==> src/rtl/ps2_rx.sv <==
// PS/2 device-to-host receiver: line sync/deglitch, 11-bit frame deserialiser,
// and E0/F0 prefix folding into single make/break key events.
module ps2_rx #(
    parameter int unsigned FILTER_LEN     = 8,
    parameter int unsigned TIMEOUT_CYCLES = 25000
) (
    input  logic       clk,
    input  logic       reset,
    input  logic       ps2c,
    input  logic       ps2d,
    output logic [7:0] byte_out,
    output logic       byte_valid,
    output logic [7:0] key_code,
    output logic       key_ext,
    output logic       key_break,
    output logic       key_valid,
    output logic       parity_err,
    output logic       frame_err,
    output logic       busy
);

    localparam int unsigned TO_W = $clog2(TIMEOUT_CYCLES);

    typedef enum logic [1:0] {IDLE, DATA, PARITY, STOP} state_t;

    state_t                state;
    logic                  c_s1, c_s2, d_s1, d_s2;
    logic [FILTER_LEN-1:0] flt;
    logic                  fclk;
    logic                  fall;
    logic                  timeout;
    logic [2:0]            bit_cnt;
    logic [7:0]            shreg;
    logic                  par_bit;
    logic [TO_W-1:0]       to_cnt;
    logic                  ext_pend, brk_pend;

    // Two-flop synchronisers; idle PS/2 lines are high
    always_ff @(posedge clk or posedge reset) begin
        if (reset) begin
            c_s1 <= 1'b1;
            c_s2 <= 1'b1;
            d_s1 <= 1'b1;
            d_s2 <= 1'b1;
        end else begin
            c_s1 <= ps2c;
            c_s2 <= c_s1;
            d_s1 <= ps2d;
            d_s2 <= d_s1;
        end
    end

    // Clock deglitch: level only changes after FILTER_LEN agreeing samples
    always_ff @(posedge clk or posedge reset) begin
        if (reset) begin
            flt  <= '1;
            fclk <= 1'b1;
        end else begin
            flt <= {flt[FILTER_LEN-2:0], c_s2};
            if (flt == '0) begin
                fclk <= 1'b0;
            end else if (&flt) begin
                fclk <= 1'b1;
            end
        end
    end

    assign fall    = fclk && (flt == '0);
    assign timeout = (state != IDLE) && (to_cnt == TO_W'(TIMEOUT_CYCLES - 1)) && !fall;

    always_ff @(posedge clk or posedge reset) begin
        if (reset) begin
            to_cnt <= '0;
        end else if (fall || state == IDLE) begin
            to_cnt <= '0;
        end else begin
            to_cnt <= to_cnt + TO_W'(1);
        end
    end

    // Frame FSM, error/valid pulses and key assembly
    always_ff @(posedge clk or posedge reset) begin
        if (reset) begin
            state      <= IDLE;
            bit_cnt    <= '0;
            shreg      <= '0;
            par_bit    <= 1'b0;
            byte_out   <= '0;
            byte_valid <= 1'b0;
            key_code   <= '0;
            key_ext    <= 1'b0;
            key_break  <= 1'b0;
            key_valid  <= 1'b0;
            parity_err <= 1'b0;
            frame_err  <= 1'b0;
            busy       <= 1'b0;
            ext_pend   <= 1'b0;
            brk_pend   <= 1'b0;
        end else begin
            byte_valid <= 1'b0;
            key_valid  <= 1'b0;
            parity_err <= 1'b0;
            frame_err  <= 1'b0;

            case (state)
                IDLE: begin
                    if (fall) begin
                        if (!d_s2) begin
                            state   <= DATA;
                            busy    <= 1'b1;
                            bit_cnt <= '0;
                        end else begin
                            frame_err <= 1'b1;
                            ext_pend  <= 1'b0;
                            brk_pend  <= 1'b0;
                        end
                    end
                end
                DATA: begin
                    if (fall) begin
                        shreg   <= {d_s2, shreg[7:1]};
                        bit_cnt <= bit_cnt + 3'd1;
                        if (bit_cnt == 3'd7) begin
                            state <= PARITY;
                        end
                    end
                end
                PARITY: begin
                    if (fall) begin
                        par_bit <= d_s2;
                        state   <= STOP;
                    end
                end
                STOP: begin
                    if (fall) begin
                        state <= IDLE;
                        busy  <= 1'b0;
                        if (!d_s2) begin
                            frame_err <= 1'b1;
                            ext_pend  <= 1'b0;
                            brk_pend  <= 1'b0;
                        end else if (!(^{shreg, par_bit})) begin
                            parity_err <= 1'b1;
                            ext_pend   <= 1'b0;
                            brk_pend   <= 1'b0;
                        end else begin
                            byte_out   <= shreg;
                            byte_valid <= 1'b1;
                            if (shreg == 8'hE0) begin
                                ext_pend <= 1'b1;
                            end else if (shreg == 8'hF0) begin
                                brk_pend <= 1'b1;
                            end else begin
                                key_code  <= shreg;
                                key_ext   <= ext_pend;
                                key_break <= brk_pend;
                                key_valid <= 1'b1;
                                ext_pend  <= 1'b0;
                                brk_pend  <= 1'b0;
                            end
                        end
                    end
                end
                default: begin
                    state <= IDLE;
                    busy  <= 1'b0;
                end
            endcase

            // Abandoned partial frame; never coincides with a fall
            if (timeout) begin
                state     <= IDLE;
                busy      <= 1'b0;
                shreg     <= '0;
                frame_err <= 1'b1;
                ext_pend  <= 1'b0;
                brk_pend  <= 1'b0;
            end
        end
    end

endmodule
==> config.mk <==
export PLATFORM = sky130hd
export DESIGN_NAME = ps2_rx
export DESIGN_NICKNAME = d
export VERILOG_FILES = /design/src/rtl/ps2_rx.sv
export SDC_FILE = /design/constraint.sdc
export NUM_CORES = 1
export LEC_CHECK = 0
export ABC_AREA = 1
export ABC_CLOCK_PERIOD_IN_PS = 4700
export CORE_ASPECT_RATIO = 1.1
export CORE_MARGIN = 3
export CORE_UTILIZATION = 61
export CTS_CLUSTER_SIZE = 30
export DETAILED_ROUTE_END_ITERATION = 8
export GPL_TIMING_DRIVEN = 0
export PLACE_DENSITY = 0.84
export SETUP_SLACK_MARGIN = 0.1
export SLEW_MARGIN = 30
export SYNTH_ARGS = -nofsm -noshare
export SYNTH_HDL_FRONTEND = slang
export SYNTH_SLANG_ARGS = --single-unit
==> constraint.sdc <==
create_clock -name clk -period 4.7 [get_ports clk]
set_input_delay 0.705 -clock clk [delete_from_list [all_inputs] [get_ports clk]]
set_output_delay 0.705 -clock clk [all_outputs]
set_load 0.005 [all_outputs]
==> results_dict.tcl, run 1 <==
set metrics [dict create \
    period_minus_slack_ps 1960 \
    critPathBufInv 3 \
    clockBufferDepth 2 \
    hp-class "flip-flop to flip-flop" \
    syn-num-nets 348 \
    placed_cell_area_um2 3420 \
    num_rows 26 \
    synth_top_family_by_area "simple AND/OR/NAND/NOR gates" \
    wire_per_inst_um 13.5 \
    drc_errors 0 \
    h-tree-depth 3 \
    ys_warn_count 0 \
    grt_pass1_vias 2392 \
    synth_seq_cells 67 \
    yosysTopAreaCellShare_pct 44.0 \
    finalCritPeriodShare_pct 41.6 \
    syn_inst 337 \
    ys_async_sr_fraction_pct 100 \
    start_kind "flip-flop" \
    grt_pass1_wl_um 10400 \
    seq_area_um2 1690 \
    synth_compound_area_share_pct 10.8 \
    dpl.cell_count 420 \
    path_class "flip-flop to flip-flop" \
    final_area_um2 3600 \
    fin_nets 386 \
    status "finished clean" \
    multi_input_area_um2 1200 \
    maxCapViolations 0 \
    seqPwrFrac_pct 47.6 \
    ys_top_cells_by_count "nand2_1, dfrtp_1, nor2_1" \
    netlist_top_cells_area "dfrtp_1, dfstp_2, nand2_1" \
    cts_hold_buf 0 \
    cp.required_ps 4940 \
    finClkSkew_ps 8.38 \
    cts_buffers 9 \
    clk_pin_slew_ps 70 \
    synth.avg_cell_area_um2 9.11 \
    dieHeight_um 80.4 \
    fmax_ghz 0.511 \
    finalSetupTns_ps 0 \
    p_switching_mw 0.433 \
    synth_edf_count 0 \
    dieArea_um2 5920 \
    routed_wl_um 5870 \
    area.growth.synth_to_final_pct 17.3 \
    crit_chain "inv_1 > ha_1 > inv_2 > nand2_1 > nor2_1 > nand2_1 > nor2_1 > nand2_2 > nand3_1 > nand2_1 > nor2_2 > nand3_1 > nand2_1 > inv_1" \
    grt_overflow 0 \
    setup_viol 0 \
    synthXorXnorAreaFrac_pct 0.571 \
    cts_tree "yes" \
    ys_types 31 \
    cts_sinks 67 \
    ys_seq_area_share_pct 55.2 \
    synth_flop_cell "dfrtp_1" \
    coreArea_um2 4750 \
    cp_max_fo 6 \
    grt_max_degree 39 \
    synth.area.mux_share_pct 0 \
    power_density_nw_per_um2 376 \
    via_per_inst 5.48 \
    cp_slowest_stage_delay_ps 400 \
    synthSimpleGateAreaFrac_pct 24.9 \
    grt_use_total_pct 22.9 \
    grt_antenna_before_repair 0 \
    internal_power_mw 0.920 \
    p_clk_share_pct 31.6 \
    fill_cells 349 \
    layout-drive-gt1-share_pct 21.1 \
    power_frac_comb_pct 20.8 \
    start_util_pct 64.6 \
    gp_congestion 0.909 \
    cts_setup_buffers 0 \
    critical_path.top_delay_family "simple AND/OR/NAND/NOR gates" \
    synth.most_common_cell "nand2_1" \
    grt_setup_unrepaired "false" \
    drt_pre_antenna_iters 4 \
    die_width_um 73.6 \
    netlist.top_cell.by_area "dfrtp_1" \
    io_pins 27 \
    post_cts_resized 0 \
    worstPathArrival_ps 2190 \
    clockRootBuffer "clkbuf_8" \
    instances_no_fill 436 \
    cp_common_cell "nand2_1" \
    port_buffers 26 \
    drtIter0Drc 136 \
    vias 2389 \
    drtAntennaViolNets 0 \
    netSwitchingFraction_pct 32.0 \
    leakagePower_nw 1.65 \
    syn-cell-area_um2 3070 \
    peakVddDrop_mv 0.303 \
    crit_path_end_kind "flip-flop" \
    maxSlewViolCount 0 \
    post-dp-hpwl_um 4150 \
    worst_pin_slew_ps 403 \
    n_antenna_cell 0 \
    slew-limit-headroom_pct 72.9 \
    clock_latency_ps 340 \
    synth_fa_ha_area_share_pct 2.85 \
    finalHoldViolCount 0 \
    crit_slowest_cell "dfrtp_1" \
]
==> area by class of cell <==
cell class | count | area share, %
tap | 56 | 1.95
buffer | 4 | 0.973
multi-input combinational | 229 | 33.4
inverter | 37 | 3.93
timing repair buffer | 27 | 7.79
clock inverter | 6 | 1.11
clock buffer | 10 | 3.82
sequential | 67 | 47.0
==> state kept, by name (all words and copies together) (netlist names) <==
name,cells
par_bit,1
key_ext,1
flt,8
state,2
fclk,1
busy,1
key_code,8
d_s2,1
frame_err,1
byte_out,8
to_cnt,15
key_break,1
c_s1,1
ext_pend,1
parity_err,1
c_s2,1
bit_cnt,3
key_valid,1
byte_valid,1
shreg,8
brk_pend,1
d_s1,1
==> power by group through the flow <==
stage / registers [mW] / clock network, mW / logic [mW]
after floorplan: 0.649 / 0 / 0.226
after global placement: 0.652 / 0 / 0.268
after detailed placement: 0.655 / 0 / 0.279
after CTS: 0.645 / 0.431 / 0.280
after global routing: 0.650 / 0.459 / 0.332
final: 0.644 / 0.427 / 0.281
==> worst paths after layout <==
path	from	endpoint	slack (ps)	cells after the start
setup / recovery	state[0]	brk_pend	2740	14
hold / removal	d_s1	d_s2	360	0
setup reg to reg	state[0]	brk_pend	2740	14
hold reg to reg	d_s1	d_s2	360	0
max in group asynchronous	reset	d_s2	3420	3
min in group asynchronous	reset	key_code[5]	700	2
==> routing by layer <==
metal / track usage [%] / wire (µm) / vias to the layer above
met1: 28.0 / 2580 / 1133
met2: 37.3 / 2900 / 74
met3: 5.76 / 276 / 12
met4: 11.1 / 113 / 0
met5: 0 / 0 / -
li1: - / - / 1170
==> kinds of logic (layout without fill, tap and decap cells) <==
family                     count (synthesis)  after routing
AOI/OAI and AO/OA                         54             54
xor gates and xnor gates                   2              2
adders and majority gates                  7              7
buffers and inverters                     41             84
DFF                                       67             67
and+or+nand+nor                          166            166
==> through the flow <==
step           hold WS, ps  utilization [%]  power [mW]  worst slack [ps]
2_1_floorplan          345                -       0.875              2330
3_5_place_dp           347             72.0       0.934              2790
4_1_cts                357             75.8        1.36              2760
6_report               356             75.8        1.35              2740
3_3_place_gp           346             71.6       0.921              1320
5_1_grt                363             75.8        1.44              2510
==> cells in the final DEF, fill, tap and decap left out, types with 6 or more instances in the layout <==
master / synthesis / layout
inv_2: 13 / 13
o21ai_0: 7 / 7
o21ai_2: 10 / 10
nor2_2: 6 / 6
dfrtp_1: 54 / 54
dfstp_2: 13 / 13
inv_1: 22 / 21
nand2_1: 87 / 87
a21oi_1: 8 / 8
nor3_1: 7 / 7
nand2_2: 7 / 7
clkdlybuf4s50_1: 0 / 26
clkbuf_8: 0 / 10
o21ai_1: 16 / 16
ha_1: 7 / 7
nor2_1: 30 / 30
nand3_1: 14 / 14
o22ai_1: 9 / 9
Note: power is estimated with default switching activity, not from simulation.
==> run 2: changes to the inputs <==
--- a/config.mk
+++ b/config.mk
@@ -6,14 +6,14 @@
 export NUM_CORES = 1
 export LEC_CHECK = 0
 export ABC_AREA = 1
-export ABC_CLOCK_PERIOD_IN_PS = 4700
+export ABC_CLOCK_PERIOD_IN_PS = 1840
 export CORE_ASPECT_RATIO = 1.1
 export CORE_MARGIN = 3
-export CORE_UTILIZATION = 61
+export CORE_UTILIZATION = 57
 export CTS_CLUSTER_SIZE = 30
 export DETAILED_ROUTE_END_ITERATION = 8
 export GPL_TIMING_DRIVEN = 0
-export PLACE_DENSITY = 0.84
+export PLACE_DENSITY = 0.79
 export SETUP_SLACK_MARGIN = 0.1
 export SLEW_MARGIN = 30
 export SYNTH_ARGS = -nofsm -noshare
==> constraint.sdc (replaced) <==
create_clock -name clk -period 1.84 [get_ports clk]
set_input_delay 0.276 -clock clk [delete_from_list [all_inputs] [get_ports clk]]
set_output_delay 0.276 -clock clk [all_outputs]
set_load 0.005 [all_outputs]
==> run 2 against run 1 <==
  * Design area is 8.1% higher
  * Combinational power grew to 3.6 times the previous value
  * Non-clock buffer count up 15
  * Critical endpoint is now to_cnt[3]
  * Highest routed layer unchanged
==> results_dict.tcl, run 2 (synthesis gave the netlist of run 1 again) <==
set metrics [dict create \
    critical_path.top_delay_family "flip-flops" \
    cts_buffers 9 \
    start_util_pct 60.2 \
    grt_antenna_before_repair 0 \
    num_rows 27 \
    wire_per_inst_um 13.3 \
    power_mw 3.89 \
    dieArea_um2 6300 \
    hp-class "primary input to async pin" \
    drc_errors 0 \
    critPathBufInv 2 \
    clockRootBuffer "clkbuf_8" \
    area.growth.synth_to_final_pct 26.7 \
    largest-register "to_cnt" \
    cp.required_ps 2120 \
    period_minus_slack_ps 1630 \
    grt_pass1_wl_um 10200 \
    grt_setup_unrepaired "true" \
    clockBufferDepth 2 \
    dieHeight_um 83.0 \
    start_kind "flip-flop" \
    power_density_nw_per_um2 1000 \
    n_antenna_cell 0 \
    layout_common_cells "nand2_1, dfrtp_1, nor2_1" \
    drtAntennaViolNets 0 \
    via_per_inst 5.20 \
    cts_sinks 67 \
    slew-limit-headroom_pct 68.0 \
    clk_pin_slew_ps 80 \
    status "finished clean" \
    grt_use_total_pct 20.2 \
    finClkSkew_ps 6.44 \
    largest_reg_flops 15 \
    maxSlewViolCount 0 \
    grt_max_degree 28 \
    worstPathArrival_ps 1910 \
    gp_congestion 0.826 \
    path_class "flip-flop to flip-flop" \
    port_buffers 26 \
    routed_wl_um 6200 \
    setup_viol 0 \
    post-dp-hpwl_um 4140 \
    vias 2430 \
    leakagePower_nw 1.78 \
    crit_path_end_kind "flip-flop" \
    fin_ws_ps 205 \
    worst_pin_slew_ps 479 \
    r2r-start "flt[1]" \
    drtIter0Drc 132 \
    cp_slowest_stage_delay_ps 560 \
    setup.worst_path.start "flt[1]" \
    crit_chain "nor2_1 > nand2_1 > nor2_4 > nand2_4 > inv_4 > nor2_1 > buf_4 > o21ai_0 > a21oi_1" \
    cts_tree "yes" \
    final_common_cell "nand2_1" \
    finalHoldViolCount 0 \
    place_ws_ps -100 \
    die_width_um 76.0 \
    drt_pre_antenna_iters 4 \
    cp_max_fo 10 \
    cts_hold_buf 0 \
    grt_pass1_vias 2356 \
    peakVddDrop_mv 0.960 \
    maxCapViolations 0 \
    h-tree-depth 3 \
    grt_overflow 0 \
    io_pins 27 \
    coreArea_um2 5100 \
    crit_slowest_cell "dfstp_2" \
    layout-drive-gt1-share_pct 28.6 \
    fin_nets 401 \
    final_core_util_pct 76.3 \
    fin_hold_ws_ps 292 \
    finalCritPeriodShare_pct 88.8 \
    fmax_ghz 0.612 \
    clock_latency_ps 350 \
    cp_common_cell "nor2_1" \
]
-- run 2: routing by layer --
layer	global-route usage (%)	vias to the layer above	share of wire, %
li1	-	1208	-
met1	23.8	1155	42
met2	34.5	52	52
met3	3.80	15	4.1
met4	11.7	0	2.0
met5	0	-	0
-- run 2: through the flow --
step	std cells	TNS [ps]	cell area (µm²)
3_5_place_dp	437	-193	3470
6_report	467	0	3890
3_3_place_gp	435	-111	3420
4_1_cts	458	0	3720
2_1_floorplan	337	0	3070
5_1_grt	467	0	3890
-- run 2: worst reg2reg max path: cells and delay by family (launching register included) --
family	cells	cell delay, ps
flip-flops	1	560
AND/OR/NAND/NOR	5	520
buffers and inverters	2	270
AO/OA/AOI/OAI	2	220
-- run 2: power breakdown --
part	internal [mW]	leakage (nW)	switching (mW)
sequential	1.58	0.881	0.0623
combinational	0.409	0.797	0.589
clock	0.662	0.102	0.586
-- run 2: worst paths after layout --
kind	endpoint	slack [ps]	cells after the start
max	to_cnt[3]	210	9
min	key_valid	290	2
max reg2reg	to_cnt[3]	210	9
min reg2reg	d_s2	360	0
max in group asynchronous	fclk	820	4
min in group clk	c_s1	320	1
-- run 2: what timing repair did --
item	4_1_cts	5_1_grt
setup buffers	5	9
pin swaps	2	12
endpoints found under the setup margin	3	40
gates resized for setup	3	29
-- run 2: area by class of cell --
type                            count  area (µm²)
Sequential cell                    67        1690
Multi-Input combinational cell    229        1290
Fill cell                         338        1210
Timing Repair Buffer               42         425
Inverter                           37         150
Clock buffer                       10         138
Tap cell                           72        90.1
Clock inverter                      6        65.1
Buffer                              4        41.3
==> run 3: changes to the inputs <==
--- a/config.mk
+++ b/config.mk
@@ -6,14 +6,14 @@
 export NUM_CORES = 1
 export LEC_CHECK = 0
 export ABC_AREA = 1
-export ABC_CLOCK_PERIOD_IN_PS = 1840
+export ABC_CLOCK_PERIOD_IN_PS = 2000
 export CORE_ASPECT_RATIO = 1.1
 export CORE_MARGIN = 3
-export CORE_UTILIZATION = 57
+export CORE_UTILIZATION = 61
 export CTS_CLUSTER_SIZE = 30
 export DETAILED_ROUTE_END_ITERATION = 8
 export GPL_TIMING_DRIVEN = 0
-export PLACE_DENSITY = 0.79
+export PLACE_DENSITY = 0.84
 export SETUP_SLACK_MARGIN = 0.1
 export SLEW_MARGIN = 30
 export SYNTH_ARGS = -nofsm -noshare
==> constraint.sdc (replaced) <==
create_clock -name clk -period 2 [get_ports clk]
set_input_delay 0.3 -clock clk [delete_from_list [all_inputs] [get_ports clk]]
set_output_delay 0.3 -clock clk [all_outputs]
set_load 0.005 [all_outputs]
==> run 3 against run 2 <==
  * Total power decreased by 14%
  * Sequential cell count unchanged
  * Die area decreased by 6.1%
  * Clock power decreased by 19%
  * Global-route usage increased by 2.9 points
  * Design area decreased by 4.8%
  * Utilization increased by 1.7 points
  * Clock-buffer cell count unchanged
  * Combinational power decreased by 19%
==> results_dict.tcl, run 3 (synthesis gave the netlist of run 1 again) <==
set metrics [dict create \
    clockBufferDepth 2 \
    setup_viol 0 \
    n_antenna_cell 0 \
    peakVddDrop_mv 0.698 \
    grt_antenna_before_repair 0 \
    clk_pin_slew_ps 70 \
    cts_hold_buf 0 \
    grt_use_total_pct 23.1 \
    die_width_um 73.6 \
    seqPwrFrac_pct 45.3 \
    cp_num_cells 9 \
    layout_common_cells "nand2_1, dfrtp_1, nor2_1" \
    layout-drive-gt1-share_pct 24.7 \
    cts_tree "yes" \
    grt_overflow 0 \
    h-tree-depth 3 \
    critical_path.top_delay_family "buffers and inverters" \
    dieHeight_um 80.4 \
    r2r-start "state[1]" \
    drtIter0Drc 194 \
    finalCritPeriodShare_pct 90.1 \
    final_area_um2 3700 \
    cp.required_ps 2230 \
    period_minus_slack_ps 1800 \
    start_util_pct 64.6 \
    path_class "flip-flop to flip-flop" \
    finalHoldViolCount 0 \
    slew-limit-headroom_pct 65.2 \
    power_frac_comb_pct 24.2 \
    dieArea_um2 5920 \
    port_buffers 26 \
    fill_cells 310 \
    dpl.cell_count 421 \
    drtAntennaViolNets 0 \
    gp_congestion 0.856 \
    p_clk_share_pct 30.5 \
    fin_nets 391 \
    largest_reg_flops 15 \
    setup.worst_path.start "state[1]" \
    clock_latency_ps 350 \
    drc_errors 0 \
    finalSetupTns_ps 0 \
    grt_pass1_vias 2429 \
    drt_pre_antenna_iters 4 \
    cp_slowest_stage_delay_ps 360 \
    crit_path_end_kind "flip-flop" \
    reg2reg_depth 9 \
    fmax_ghz 0.555 \
    instances_no_fill 441 \
    status "finished clean" \
    cts_buffers 9 \
    area.growth.synth_to_final_pct 20.7 \
    power_density_nw_per_um2 899 \
    crit_chain "buf_4 > buf_4 > ha_2 > inv_1 > nor3_2 > nand2_4 > buf_6 > nand2_1 > o21ai_1" \
    coreArea_um2 4750 \
    io_pins 27 \
    maxCapViolations 0 \
    grt_pass1_wl_um 10500 \
    maxSlewViolCount 0 \
    multi_input_area_um2 1240 \
    clockRootBuffer "clkbuf_8" \
    num_rows 26 \
    r2r_end "byte_out[7]" \
    netSwitchingFraction_pct 32.5 \
    routed_wl_um 6150 \
    final_common_cell "nand2_1" \
    worst_pin_slew_ps 521 \
    start_kind "flip-flop" \
    leakagePower_nw 1.68 \
    critPathBufInv 4 \
    hp-class "primary input to async pin" \
    cts_sinks 67 \
    cp_common_cell "buf_4" \
    grt_setup_unrepaired "true" \
    seq_area_um2 1690 \
    via_per_inst 5.47 \
    p_switching_mw 1.08 \
    post-dp-hpwl_um 4250 \
    vias 2412 \
    largest-register "to_cnt" \
    worstPathArrival_ps 2030 \
    placed_cell_area_um2 3450 \
    crit_slowest_cell "dfrtp_1" \
    finClkSkew_ps 9.30 \
    cp_max_fo 10 \
    internal_power_mw 2.25 \
    wire_per_inst_um 13.9 \
    grt_max_degree 28 \
    r2r_setup_slack_ps 200 \
]
run 3: layout make-up:
| type | count | share of cell area (%) |
|---|---|---|
| sequential | 67 | 45.7 |
| multi-input combinational | 229 | 33.6 |
| timing repair buffer | 32 | 9.12 |
| inverter | 37 | 3.92 |
| clock buffer | 10 | 3.71 |
| tap | 56 | 1.89 |
| clock inverter | 6 | 1.11 |
| buffer | 4 | 0.946 |
run 3: what timing repair did:
| action | 4_1_cts | 5_1_grt |
|---|---|---|
| pin swaps | 0 | 4 |
| setup buffers | 2 | 2 |
| gates resized for setup | 0 | 13 |
| endpoints found under the setup margin | 2 | 5 |
run 3: power by group through the flow:
| stage | logic, mW | registers (mW) | clock network (mW) |
|---|---|---|---|
| final | 0.806 | 1.51 | 1.01 |
| after global routing | 0.916 | 1.52 | 1.08 |
| after CTS | 0.706 | 1.50 | 1.04 |
| after detailed placement | 0.663 | 1.54 | 0 |
| after global placement | 0.633 | 1.53 | 0 |
| after floorplan | 0.531 | 1.53 | 0 |
run 3: routing by layer:
metal,GRT usage (%),share of wire (%),vias up
met5,0,0,-
met3,4.51,4.6,15
met1,27.1,42,1160
met2,40.0,51,55
met4,10.9,2.1,0
li1,-,-,1182
run 3: how the worst max path moves through the flow:
stage,to
CTS,ext_pend
global placement,ext_pend
finish,byte_out[7]
floorplan,brk_pend
global route,ext_pend
detailed placement,ext_pend
run 3: stage by stage:
step	power [mW]	setup slack, ps	hold slack, ps	utilization [%]
2_1_floorplan	2.06	300	304	-
3_3_place_gp	2.17	147	346	71.7
3_5_place_dp	2.20	70.8	348	72.7
4_1_cts	3.25	122	351	76.7
5_1_grt	3.51	84.4	361	78.0
6_report	3.33	197	334	78.0
